<file path="config.mk">
export PLATFORM = sky130hd
export DESIGN_NAME = useq_boot_ctrl_flat
export DESIGN_NICKNAME = d
export VERILOG_FILES = /design/src/rtl/useq_pkg.sv /design/src/rtl/useq_boot_ctrl_if.sv /design/src/rtl/useq_boot_ctrl.sv /design/src/flat_wrapper.sv
export SDC_FILE = /design/constraint.sdc
export NUM_CORES = 1
export LEC_CHECK = 0
export CAP_MARGIN = 20
export CORE_ASPECT_RATIO = 0.5
export CORE_MARGIN = 10
export CORE_UTILIZATION = 45
export CTS_BUF_LIST = sky130_fd_sc_hd__clkbuf_8 sky130_fd_sc_hd__clkbuf_16
export CTS_CLUSTER_DIAMETER = 80
export DETAILED_ROUTE_END_ITERATION = 16
export PLACE_DENSITY = 0.67
export SKIP_CTS_REPAIR_TIMING = 1
export SLEW_MARGIN = 10
export SYNTH_ARGS = -nofsm -noshare
export SYNTH_HDL_FRONTEND = slang
export SYNTH_SLANG_ARGS = --single-unit
</file>
<file path="constraint.sdc">
create_clock -name clk -period 4.7 [get_ports clk]
set_clock_uncertainty 0.2 [all_clocks]
set_input_delay 0.705 -clock clk [delete_from_list [all_inputs] [get_ports clk]]
set_output_delay 0.705 -clock clk [all_outputs]
set_load 0.02 [all_outputs]
</file>
<file path="src/rtl/useq_pkg.sv">
// Shared definitions for the useq microsequencer and its boot controller.
package useq_pkg;

  typedef enum logic [2:0] {
    ST_WAIT_SYNC = 3'd0,
    ST_LEN       = 3'd1,
    ST_BASE      = 3'd2,
    ST_PAYLOAD   = 3'd3,
    ST_CKSUM     = 3'd4,
    ST_RELEASE   = 3'd5,
    ST_RUN       = 3'd6,
    ST_ERROR     = 3'd7
  } boot_state_e;

  localparam logic [1:0] ERR_NONE    = 2'b00;
  localparam logic [1:0] ERR_CKSUM   = 2'b01;
  localparam logic [1:0] ERR_TIMEOUT = 2'b10;

  localparam logic [7:0] DEFAULT_SYNC_BYTE = 8'hA5;

endpackage

</file>
<file path="src/rtl/useq_boot_ctrl_if.sv">
// Byte-stream handshake carrying the program image into useq_boot_ctrl.
interface useq_boot_ctrl_if;
  logic [7:0] s_data;
  logic       s_valid;
  logic       s_ready;

  modport master (output s_data, output s_valid, input s_ready);
  modport slave  (input s_data, input s_valid, output s_ready);
endinterface

</file>
<file path="src/rtl/useq_boot_ctrl.sv">
// Loads a framed program image into the useq program RAM, checks its
// checksum and releases the core once a valid image is in place.
module useq_boot_ctrl
  import useq_pkg::*;
#(
  parameter int unsigned RST_HOLD  = 4,
  parameter int unsigned TIMEOUT   = 1024,
  parameter logic [7:0]  SYNC_BYTE = DEFAULT_SYNC_BYTE
) (
  input  logic                   clk,
  input  logic                   rst_n,
  useq_boot_ctrl_if.slave        s,
  input  logic                   boot_req,
  input  logic [7:0]             core_addr,
  output logic                   core_rst_n,
  output logic [7:0]             ram_addr,
  output logic                   ram_we,
  output logic [7:0]             ram_wdata,
  output logic                   busy,
  output logic                   done,
  output logic [1:0]             err_code
);

  localparam int IDLE_W = (TIMEOUT > 1) ? $clog2(TIMEOUT) : 1;

  boot_state_e       state_q, state_d;
  logic [8:0]        cnt_q, cnt_d;
  logic [7:0]        ptr_q, ptr_d;
  logic [7:0]        sum_q, sum_d;
  logic [IDLE_W-1:0] idle_q, idle_d;
  logic [7:0]        hold_q, hold_d;
  logic [1:0]        err_q, err_d;
  logic              we_q, we_d;
  logic [7:0]        wdata_q, wdata_d;
  logic [7:0]        waddr_q, waddr_d;

  logic       s_ready_s;
  logic       in_frame_s;
  logic       xfer_s;
  logic       timeout_s;
  logic [7:0] cksum_s;

  assign in_frame_s = (state_q == ST_LEN) || (state_q == ST_BASE) ||
                      (state_q == ST_PAYLOAD) || (state_q == ST_CKSUM);
  assign s_ready_s  = in_frame_s || (state_q == ST_WAIT_SYNC);
  assign xfer_s     = s.s_valid & s_ready_s;
  assign cksum_s    = sum_q + s.s_data;
  // A byte arriving on the expiry cycle keeps the frame alive.
  assign timeout_s  = (TIMEOUT != 0) && in_frame_s && !xfer_s &&
                      (idle_q == IDLE_W'(TIMEOUT - 1));

  always_comb begin
    state_d = state_q;
    cnt_d   = cnt_q;
    ptr_d   = ptr_q;
    sum_d   = sum_q;
    idle_d  = idle_q;
    hold_d  = hold_q;
    err_d   = err_q;
    we_d    = 1'b0;
    wdata_d = wdata_q;
    waddr_d = waddr_q;

    if (boot_req) begin
      state_d = ST_WAIT_SYNC;
      err_d   = ERR_NONE;
      idle_d  = '0;
      hold_d  = 8'd0;
    end else begin
      if (in_frame_s && !xfer_s) begin
        idle_d = idle_q + 1'b1;
      end else begin
        idle_d = '0;
      end

      case (state_q)
        ST_WAIT_SYNC: begin
          if (xfer_s && (s.s_data == SYNC_BYTE)) begin
            state_d = ST_LEN;
          end else begin
            state_d = ST_WAIT_SYNC;
          end
        end
        ST_LEN: begin
          if (xfer_s) begin
            cnt_d   = (s.s_data == 8'd0) ? 9'd256 : {1'b0, s.s_data};
            sum_d   = s.s_data;
            state_d = ST_BASE;
          end else begin
            state_d = ST_LEN;
          end
        end
        ST_BASE: begin
          if (xfer_s) begin
            ptr_d   = s.s_data;
            sum_d   = cksum_s;
            state_d = ST_PAYLOAD;
          end else begin
            state_d = ST_BASE;
          end
        end
        ST_PAYLOAD: begin
          if (xfer_s) begin
            we_d    = 1'b1;
            waddr_d = ptr_q;
            wdata_d = s.s_data;
            ptr_d   = ptr_q + 8'd1;
            sum_d   = cksum_s;
            cnt_d   = cnt_q - 9'd1;
            state_d = (cnt_q == 9'd1) ? ST_CKSUM : ST_PAYLOAD;
          end else begin
            state_d = ST_PAYLOAD;
          end
        end
        ST_CKSUM: begin
          if (xfer_s && (cksum_s == 8'd0)) begin
            hold_d  = 8'd0;
            state_d = ST_RELEASE;
          end else if (xfer_s) begin
            err_d   = ERR_CKSUM;
            state_d = ST_ERROR;
          end else begin
            state_d = ST_CKSUM;
          end
        end
        ST_RELEASE: begin
          if (hold_q == 8'(RST_HOLD - 1)) begin
            state_d = ST_RUN;
          end else begin
            hold_d = hold_q + 8'd1;
          end
        end
        ST_RUN:   state_d = ST_RUN;
        ST_ERROR: state_d = ST_ERROR;
        default:  state_d = ST_WAIT_SYNC;
      endcase

      if (timeout_s) begin
        err_d   = ERR_TIMEOUT;
        state_d = ST_ERROR;
      end else begin
        err_d = err_d;
      end
    end
  end

  always_ff @(posedge clk) begin
    if (!rst_n) begin
      state_q <= ST_WAIT_SYNC;
      cnt_q   <= 9'd0;
      ptr_q   <= 8'd0;
      sum_q   <= 8'd0;
      idle_q  <= '0;
      hold_q  <= 8'd0;
      err_q   <= ERR_NONE;
      we_q    <= 1'b0;
      wdata_q <= 8'd0;
      waddr_q <= 8'd0;
    end else begin
      state_q <= state_d;
      cnt_q   <= cnt_d;
      ptr_q   <= ptr_d;
      sum_q   <= sum_d;
      idle_q  <= idle_d;
      hold_q  <= hold_d;
      err_q   <= err_d;
      we_q    <= we_d;
      wdata_q <= wdata_d;
      waddr_q <= waddr_d;
    end
  end

  // Core only runs in RUN, so it never contends with a pending write.
  assign ram_addr   = we_q ? waddr_q : core_addr;
  assign ram_we     = we_q;
  assign ram_wdata  = wdata_q;
  assign s.s_ready  = s_ready_s;
  assign busy       = in_frame_s;
  assign done       = (state_q == ST_RUN);
  assign core_rst_n = (state_q == ST_RUN);
  assign err_code   = err_q;

endmodule

</file>
<file path="src/flat_wrapper.sv">
// flat-port wrapper written by rule: the top's interface ports become plain ports
module useq_boot_ctrl_flat import useq_pkg::*;
#(
  parameter int unsigned RST_HOLD  = 4,
  parameter int unsigned TIMEOUT   = 1024,
  parameter logic [7:0]  SYNC_BYTE = DEFAULT_SYNC_BYTE
)
  (clk, rst_n, boot_req, core_addr, core_rst_n, ram_addr, ram_we, ram_wdata, busy, done, err_code, s_s_data, s_s_valid, s_s_ready);
  useq_boot_ctrl_if s_i ();
  input  logic clk;
  input  logic rst_n;
  input  logic boot_req;
  input  logic [7:0] core_addr;
  output logic core_rst_n;
  output logic [7:0] ram_addr;
  output logic ram_we;
  output logic [7:0] ram_wdata;
  output logic busy;
  output logic done;
  output logic [1:0] err_code;
  input wire logic [$bits(s_i.s_data)-1:0] s_s_data;
  input wire logic [$bits(s_i.s_valid)-1:0] s_s_valid;
  output wire logic [$bits(s_i.s_ready)-1:0] s_s_ready;
  assign s_i.s_data = s_s_data;
  assign s_i.s_valid = s_s_valid;
  assign s_s_ready = s_i.s_ready;
  useq_boot_ctrl #(.RST_HOLD(RST_HOLD), .TIMEOUT(TIMEOUT), .SYNC_BYTE(SYNC_BYTE)) u_core (.clk(clk), .rst_n(rst_n), .s(s_i), .boot_req(boot_req), .core_addr(core_addr), .core_rst_n(core_rst_n), .ram_addr(ram_addr), .ram_we(ram_we), .ram_wdata(ram_wdata), .busy(busy), .done(done), .err_code(err_code));
endmodule
</file>
==> results of run 1 <==
## cells by family after synthesis
kind of cell,count (synthesis),share of synthesized area [%]
AND/OR/NAND/NOR,192,27.1
buffers and inverters,31,3.58
adder cells (fa/ha/maj),13,4.73
AO/OA/AOI/OAI,110,20.7
XOR/XNOR,20,4.87
flip-flops,65,36.2
multiplexers,9,2.78
## cells in the final DEF (no fill, tap or decap), types with 5 or more instances in the layout
cell type	n
a21oi_1	33
nand2b_1	5
mux2_2	8
nand2_1	64
o21ai_0	14
xnor2_1	12
a211oi_1	8
clkbuf_16	9
inv_1	7
nor3_1	12
clkdlybuf4s50_1	42
nor2_1	49
dfxtp_1	65
nor3b_1	5
o21ai_1	11
and3_1	8
xor2_1	8
nand3_1	14
ha_1	12
## area by class of cell
cell class,instances,area [µm²],share of cell area [%]
timing repair buffer,46,450,10.3
clock buffer,12,267,6.07
inverter,7,26.3,0.599
multi-input combinational,344,2170,49.4
tap,108,135,3.08
sequential,65,1300,29.7
clock inverter,4,42.5,0.969
## routing by layer
| layer | wire (µm) | up-vias | track usage (%) | share of wire, % |
|---|---|---|---|---|
| met3 | 522 | 11 | 5.36 | 5.9 |
| met4 | 103 | 0 | 5.47 | 1.2 |
| li1 | - | 1656 | - | - |
| met5 | 0 | - | 0 | 0 |
| met2 | 3780 | 85 | 20.7 | 43 |
| met1 | 4390 | 1485 | 19.9 | 50 |
## Yosys cell counts, drive strengths merged, types with 4 or more instances
| cell type | number | area (µm²) |
|---|---|---|
| dfxtp | 65 | 1300 |
| nand2 | 64 | 240 |
| nor2 | 50 | 190 |
| a21oi | 33 | 165 |
| o21ai | 25 | 125 |
| clkbuf | 15 | 56.3 |
| nand3 | 14 | 70.1 |
| ha | 12 | 150 |
| nor3 | 12 | 60.1 |
| xnor2 | 12 | 105 |
| a211oi | 10 | 85.1 |
| buf | 9 | 46.3 |
| and3 | 8 | 50.1 |
| mux2 | 8 | 90.1 |
| xor2 | 8 | 70.1 |
| inv | 7 | 26.3 |
| a22oi | 5 | 42.5 |
| nand2b | 5 | 31.3 |
| nor3b | 5 | 37.5 |
| and2 | 4 | 25.0 |
| nand3b | 4 | 42.5 |
| o211ai | 4 | 30.0 |
| o21a | 4 | 30.0 |
## where the power goes
group | switching (mW) | total (mW) | leakage, nW | internal, mW
Clock | 0.236 | 0.685 | 0.161 | 0.449
Combinational | 0.0410 | 0.0757 | 0.863 | 0.0347
Sequential | 0.0000529 | 0.552 | 0.523 | 0.552
## worst max-delay path, stage by stage
cell and delay, ns:
clkdlybuf4s50_1 0.54, ha_1 0.30, fa_1 0.42, xnor2_1 0.20, nor3b_1 0.26, o221ai_1 0.16, and4b_1 0.55, o32ai_1 0.16
## state kept, by name (all words and copies together) (netlist names)
signal and cells:
u_core.ram_we 1, u_core.idle_q 10, u_core.err_code 2, u_core.waddr_q 8, u_core.ram_wdata 8, u_core.ptr_q 8
u_core.sum_q 8, u_core.hold_q 8, u_core.cnt_q 9, u_core.state_q 3
## worst paths after layout
kind | from | end | slack, ns | depth (start not counted)
min | u_core.waddr_q[6] | u_core.waddr_q[6] | 0.25 | 2
min reg2reg | u_core.waddr_q[6] | u_core.waddr_q[6] | 0.25 | 2
max reg2reg | u_core.sum_q[0] | u_core.state_q[1] | 2.08 | 7
max | s_s_data[0] | u_core.state_q[1] | 1.39 | 8
## through the flow
step | hold WS, ns | cell area, µm² | instances | utilization [%]
2_1_floorplan | 0.218 | 3600 | 440 | -
3_3_place_gp | 0.232 | 4080 | 570 | 54.1
3_5_place_dp | 0.245 | 4080 | 570 | 54.1
4_1_cts | 0.253 | 4390 | 586 | 58.2
5_1_grt | 0.279 | 4390 | 586 | 58.2
6_report | 0.249 | 4390 | 586 | 58.2
==> out/qor.yml, run 1 <==
setup_tns_ns: 0
worst_pin_slew_ns: 0.668
grt_max_degree: 38
numCtsBuffers: 9
coreArea_um2: 7540
drt_iter0_markers: 254
yosysWarningCount: 0
start_kind: "input pin"
syn_nets: 473
overflow: 0
antenna_found_initial: 0
worstPathRequired_ns: 4.69
post-route-drc-count: 0
clock_path_buffers: 2
fillCellCount: 705
pwr_density_cell_nw_per_um2: 299
ys_async_sr_fraction_pct: 0
path_class: "in -> reg"
p_total_mw: 1.31
io-pin-count: 43
synth-seq-cells: 65
ys_types: 68
relSlewSlack_pct: 55.4
leakage_nw: 1.55
rsz0062_at_grt: "no"
cp.arrival_ns: 3.30
clkLatencyLatePin_ns: 0.33
die_width_um: 146
ant_nets: 0
netlist_instances: 440
fin_nets: 506
setup-violations-final: 0
path_clk_slew_ns: 0.05
report.final.hold_viol_count: 0
root_buffer: "clkbuf_16"
rows: 22
via_per_inst: 5.52
fmax_mhz: 302
hp-class: "reg -> reg"
vias: 3237
post-route-period-util_pct: 70.4
status: "finished clean"
gp_congestion: 0.855
htree_levels: 3
ys_seq_area_share_pct: 36.2
hpwlAfterDp_um: 6130
port_buffers: 42
antennaDiodeCount: 0
final_layout_size_suffix_gt1_share_pct: 9.00
synth_edf_count: 0
synthFlopType: "dfxtp_1"
syn_area_um2: 3600
slew_violations: 0
cts_sinks: 65
drt_wl_total_um: 8800
track_usage_pct: 14.7
maxCapViolations: 0
cp-end-kind: "flip-flop"
avgRoutedWirePerCell_um: 15.0
setup_ws_ns: 1.39
crit_fanout: 11
cts_tree: "built"
initial_core_util_pct: 47.7
pre_cts_slack_ns: 1.04
fp.dieH_um: 83.2
drt-pass1-iter-count: 4
post-route-min-period_ns: 3.31
syn_avg_cell_area_um2: 8.17
grt_pass1_vias: 3016
grt_pass1_wl_um: 15100
die_area_um2: 12200
areaGrowthSynthToFinish_pct: 22.0
ir_worst_vdd_uv: 172
No activity file was read; power rests on OpenSTA's default activity.
==> inputs of run 2 (changes only) <==
==> constraint.sdc (replaced) <==
create_clock -name clk -period 3.4 [get_ports clk]
set_clock_uncertainty 0.2 [all_clocks]
set_input_delay 0.51 -clock clk [delete_from_list [all_inputs] [get_ports clk]]
set_output_delay 0.51 -clock clk [all_outputs]
set_load 0.02 [all_outputs]
==> out/qor.yml, run 2 (synthesized netlist as in run 1, its figures left out) <==
start_kind: "flip-flop"  # was input pin
coreArea_um2: 7540  # unchanged
clock_path_buffers: 2  # unchanged
reg_top3: "u_core.idle_q x10, u_core.cnt_q x9"  # unchanged
vias: 3306  # was 3,237
ir_worst_vdd_uv: 302  # was 172 µV
drt_wl_total_um: 9140  # was 8800 µm
ant_nets: 0  # unchanged
die_area_um2: 12200  # unchanged
cts_tree: "built"  # unchanged
setup-violations-final: 0  # unchanged
cp-end-kind: "primary output"  # was flip-flop
antenna_found_initial: 0  # unchanged
drt_iter0_markers: 244  # was 254
die_width_um: 146  # unchanged
post-route-period-util_pct: 84.7
rows: 22  # unchanged
cts_sinks: 65  # unchanged
report.final.hold_viol_count: 0  # unchanged
htree_levels: 3  # unchanged
critPathMaxStageDelay_ns: 0.68  # was 0.55 ns
final_cell_mix: "dfxtp_1, nand2_1, nor2_1"  # unchanged
root_buffer: "clkbuf_16"  # unchanged
setup_tns_ns: 0  # unchanged
slowest_stage: "clkdlybuf4s50_1"  # was and4b_1
post-route-drc-count: 0  # unchanged
top_register: "u_core.idle_q"  # unchanged
leakage_nw: 1.59  # was 1.55 nW
cp_top_family: "buffers and inverters"  # was simple AND/OR/NAND/NOR gates
drt-pass1-iter-count: 5  # was 4
worstPathRequired_ns: 2.69  # was 4.69 ns
clkLatencyLatePin_ns: 0.33  # about the same
worst_pin_slew_ns: 0.625  # was 0.668 ns
overflow: 0  # unchanged
antennaDiodeCount: 0  # unchanged
io-pin-count: 43  # unchanged
relSlewSlack_pct: 58.3  # was 55.4%
hpwlAfterDp_um: 6410  # was 6130 µm
largest_reg_flops: 10  # unchanged
crit_fanout: 14  # was 11
critPathBufInv: 1  # unchanged
via_per_inst: 5.57  # was 5.52
path_class: "reg -> out"  # was in -> reg
path_clk_slew_ns: 0.05  # about the same
port_buffers: 42  # unchanged
grt_pass1_wl_um: 15700  # was 15,100 µm
final_layout_size_suffix_gt1_share_pct: 10.9  # was 9.00%
areaGrowthSynthToFinish_pct: 24.7  # was 22.0%
cp.arrival_ns: 2.17  # was 3.30 ns
avgRoutedWirePerCell_um: 15.4  # was 15.0 µm
fin_nets: 514  # was 506
gp_congestion: 0.868  # was 0.855
r2r_slack_ns: 0.86  # was 2.08 ns
maxCapViolations: 0  # unchanged
post-route-min-period_ns: 2.88
layout.cells.most_common: "dfxtp_1"  # unchanged
pwr_density_cell_nw_per_um2: 434  # was 299 nW/µm²
fillCellCount: 716  # was 705
initial_core_util_pct: 47.7  # unchanged
status: "finished clean"  # unchanged
slew_violations: 0  # unchanged
grt_pass1_vias: 3106  # was 3,016
worstPathCellList: "nor2_1 -> xnor2_1 -> clkdlybuf4s50_1"  # was clkdlybuf4s50_1 -> ha_1 -> fa_1 -> xnor2_1 -> nor3b_1 -> o221ai_1 -> and4b_1 -> o32ai_1
numCtsBuffers: 9  # unchanged
track_usage_pct: 15.3  # was 14.7%
fp.dieH_um: 83.2  # unchanged
p_total_mw: 1.94  # was 1.31 mW
rsz0062_at_grt: "no"  # unchanged
fmax_mhz: 347
grt_max_degree: 37  # was 38
hp-class: "reg -> reg"  # unchanged
run 2: cell types whose count changed in the layout (fill, tap and decap cells not counted), sizes merged:
cell and delta:
clkinvlp +2, inv -2, clkinv +1, clkbuf -3
bufinv +2, buf +8
run 2: report_power, final:
group          total, mW  internal (mW)  switching, mW
sequential         0.762          0.762      0.0000736
clock               1.07          0.715          0.354
combinational      0.113         0.0534         0.0596
run 2: routing by layer:
metal	track usage (%)	share of wire [%]	up-vias
met3	5.68	5.8	13
met2	22.0	43	77
li1	-	-	1668
met5	0	0	-
met1	20.8	50	1548
met4	4.57	0.97	0
run 2: through the flow:
| stage | util [%] | cells | setup slack, ns | hold slack, ns | area (µm²) |
|---|---|---|---|---|---|
| after floorplan | - | 440 | 0.822 | 0.218 | 3600 |
| after global placement | 54.9 | 578 | 0.235 | 0.232 | 4140 |
| after detailed placement | 54.9 | 578 | 0.222 | 0.239 | 4140 |
| after CTS | 59.4 | 594 | 0.541 | 0.247 | 4480 |
| after global routing | 59.4 | 594 | 0.362 | 0.269 | 4480 |
| final | 59.4 | 594 | 0.522 | 0.248 | 4480 |
run 2: layout make-up:
| class | instances | area [µm²] | share of cell area, % |
|---|---|---|---|
| multi-input combinational | 344 | 2170 | 48.3 |
| sequential | 65 | 1300 | 29.0 |
| timing repair buffer | 54 | 510 | 11.4 |
| clock buffer | 9 | 225 | 5.02 |
| tap | 108 | 135 | 3.01 |
| clock inverter | 7 | 119 | 2.65 |
| inverter | 7 | 26.3 | 0.586 |
run 2: worst register-to-register path, stage by stage (launching register included):
cell and delay [ns]:
dfxtp_1 0.62, nand2b_1 0.37, nor3_1 0.49, nand2_1 0.46, nand2_1 0.19, a21oi_1 0.08
run 2: final timing paths:
| path | startpoint | endpoint | cells after the start |
|---|---|---|---|
| setup / recovery | u_core.state_q[1] | busy | 3 |
| hold / removal | u_core.idle_q[0] | u_core.idle_q[0] | 1 |
| setup reg to reg | u_core.state_q[1] | u_core.ram_wdata[2] | 5 |
| hold reg to reg | u_core.idle_q[0] | u_core.idle_q[0] | 1 |
==> inputs of run 3 (changes only) <==
--- a/config.mk
+++ b/config.mk
@@ -12,7 +12,7 @@
 export CTS_BUF_LIST = sky130_fd_sc_hd__clkbuf_8 sky130_fd_sc_hd__clkbuf_16
 export CTS_CLUSTER_DIAMETER = 80
 export DETAILED_ROUTE_END_ITERATION = 16
-export PLACE_DENSITY = 0.67
+export PLACE_DENSITY = 0.69
 export SKIP_CTS_REPAIR_TIMING = 1
 export SLEW_MARGIN = 10
 export SYNTH_ARGS = -nofsm -noshare
==> constraint.sdc (replaced) <==
create_clock -name clk -period 2.3 [get_ports clk]
set_clock_uncertainty 0.2 [all_clocks]
set_input_delay 0.345 -clock clk [delete_from_list [all_inputs] [get_ports clk]]
set_output_delay 0.345 -clock clk [all_outputs]
set_load 0.02 [all_outputs]
==> out/qor.yml, run 3 (synthesized netlist as in run 1, its figures left out) <==
report.final.hold_viol_count: 0  # unchanged
combPwrFrac_pct: 7.6  # was 5.8%
grt_pass1_vias: 3269  # was 3,106
cts_sinks: 65  # unchanged
drt-pass1-iter-count: 4  # was 5
root_buffer: "clkbuf_16"  # unchanged
post-route-period-util_pct: 102
slew_violations: 0  # unchanged
via_per_inst: 5.42  # was 5.57
r2r-end: "u_core.err_code[1]"  # was u_core.ram_wdata[2]
r2r_slack_ns: -0.05  # was 0.86 ns
rsz0062_at_grt: "yes"  # was no
ir_worst_vdd_uv: 438  # was 302 µV
cp.arrival_ns: 2.43  # was 2.17 ns
track_usage_pct: 15.3  # about the same
avgRoutedWirePerCell_um: 15.2  # was 15.4 µm
antennaDiodeCount: 0  # unchanged
post-route-min-period_ns: 2.35
switching_power_mw: 0.572  # was 0.413 mW
rows: 22  # unchanged
path_class: "reg -> reg"  # was reg -> out
power_frac_seq_pct: 45.1  # was 39.2%
holdWs_ns: 0.247  # was 0.248 ns
crit_path_end: "u_core.err_code[1]"  # was busy
hp-class: "reg -> reg"  # unchanged
worst_pin_slew_ns: 0.516  # was 0.625 ns
crit-reg2reg-launch: "u_core.sum_q[0]"  # was u_core.state_q[1]
setup_ws_ns: -0.0497  # was 0.522 ns
start_kind: "flip-flop"  # unchanged
worstPathRequired_ns: 2.38  # was 2.69 ns
setup_tns_ns: -0.403  # was 0 ns
fmax_mhz: 426
seqCellArea_um2: 1310  # was 1300 µm²
clock_path_buffers: 2  # unchanged
ant_nets: 0  # unchanged
relSlewSlack_pct: 65.6  # was 58.3%
clkLatencyLatePin_ns: 0.34  # was 0.33 ns
numCtsBuffers: 9  # unchanged
intPower_mw: 1.93  # was 1.53 mW
status: "finished, violations left"  # was finished clean
post_dp_cell_area_um2: 4380  # was 4140 µm²
post-route-drc-count: 0  # unchanged
htree_levels: 3  # unchanged
pre_cts_slack_ns: -0.701  # was 0.222 ns
hpwlAfterDp_um: 6730  # was 6410 µm
antenna_found_initial: 0  # unchanged
path_clk_slew_ns: 0.05  # about the same
drt_iter0_markers: 218  # was 244
fillCellCount: 688  # was 716
clkPwrFrac_pct: 47.3  # was 55.0%
reg_top3: "u_core.idle_q x10, u_core.cnt_q x9"  # unchanged
cp-end-kind: "flip-flop"  # was primary output
drt_wl_total_um: 9430  # was 9140 µm
cts_tree: "built"  # unchanged
final_layout_size_suffix_gt1_share_pct: 19.1  # was 10.9%
fp.dieH_um: 83.2  # unchanged
grt_pass1_wl_um: 15800  # was 15,700 µm
violations: "setup timing"
vias: 3361  # was 3,306
io-pin-count: 43  # unchanged
largest_reg_flops: 10  # unchanged
grt_max_degree: 37  # unchanged
coreArea_um2: 7540  # unchanged
maxCapViolations: 0  # unchanged
top_register: "u_core.idle_q"  # unchanged
gp_congestion: 0.877  # was 0.868
die_width_um: 146  # unchanged
overflow: 0  # unchanged
switching_share_pct: 22.9  # was 21.3%
crit_fanout: 6  # was 14
multi_input_area_um2: 2270  # was 2170 µm²
initial_core_util_pct: 47.7  # unchanged
fin_util_pct: 62.5  # was 59.4%
pwr_density_cell_nw_per_um2: 530  # was 434 nW/µm²
fin_nets: 542  # was 514
postLayoutCellArea_um2: 4720  # was 4480 µm²
final_cell_mix: "nand2_1, dfxtp_1, nor2_1"  # was dfxtp_1, nand2_1, nor2_1
setup-violations-final: 11  # was 0
critPathLaunch: "u_core.sum_q[0]"  # was u_core.state_q[1]
rr_worst_depth: 7  # was 5
layout.cells.most_common: "nand2_1"  # was dfxtp_1
leakage_nw: 1.76  # was 1.59 nW
areaGrowthSynthToFinish_pct: 31.1  # was 24.7%
die_area_um2: 12200  # unchanged
port_buffers: 42  # unchanged
run 3: layout make-up:
type | instances | area share (%)
clock inverter | 5 | 0.557
clock buffer | 9 | 4.78
tap | 108 | 2.87
inverter | 7 | 0.557
sequential | 65 | 27.7
timing repair buffer | 81 | 15.4
multi-input combinational | 345 | 48.2
run 3: stage by stage:
| stage | std cells | power, mW |
|---|---|---|
| after floorplan | 440 | 1.23 |
| final | 620 | 2.50 |
| after global placement | 605 | 1.33 |
| after detailed placement | 605 | 1.33 |
| after CTS | 619 | 2.51 |
| after global routing | 620 | 2.58 |
run 3: how the worst min path moves through the flow:
stage,start,endpoint,slack (ns),depth (start not counted)
detailed placement,u_core.idle_q[0],u_core.idle_q[0],0.24,1
global placement,u_core.idle_q[0],u_core.idle_q[0],0.23,1
global route,u_core.idle_q[0],u_core.idle_q[0],0.27,1
CTS,u_core.idle_q[0],u_core.idle_q[0],0.25,1
finish,u_core.idle_q[0],u_core.idle_q[0],0.25,1
floorplan,u_core.idle_q[0],u_core.idle_q[0],0.22,1
run 3: per-layer routing:
layer | GRT usage (%) | wire length [µm] | up-vias
li1 | - | - | 1724
met1 | 19.1 | 4530 | 1577
met2 | 24.9 | 4370 | 49
met3 | 5.14 | 421 | 11
met4 | 3.59 | 110 | 0
met5 | 0 | 0 | -
run 3: power groups by stage:
stage / clock network [mW] / logic [mW] / registers (mW)
global placement: 0 / 0.180 / 1.15
detailed placement: 0 / 0.182 / 1.15
CTS: 1.20 / 0.183 / 1.13
floorplan: 0 / 0.0778 / 1.15
global route: 1.25 / 0.205 / 1.13
finish: 1.18 / 0.189 / 1.13
run 3: critical path: stages (launching register included):
cell      delay [ns]
dfxtp_2         0.33
ha_4            0.16
fa_2            0.37
a211oi_4        0.29
o21ba_2         0.20
o221ai_2        0.12
and4b_4         0.42
o221a_2         0.19
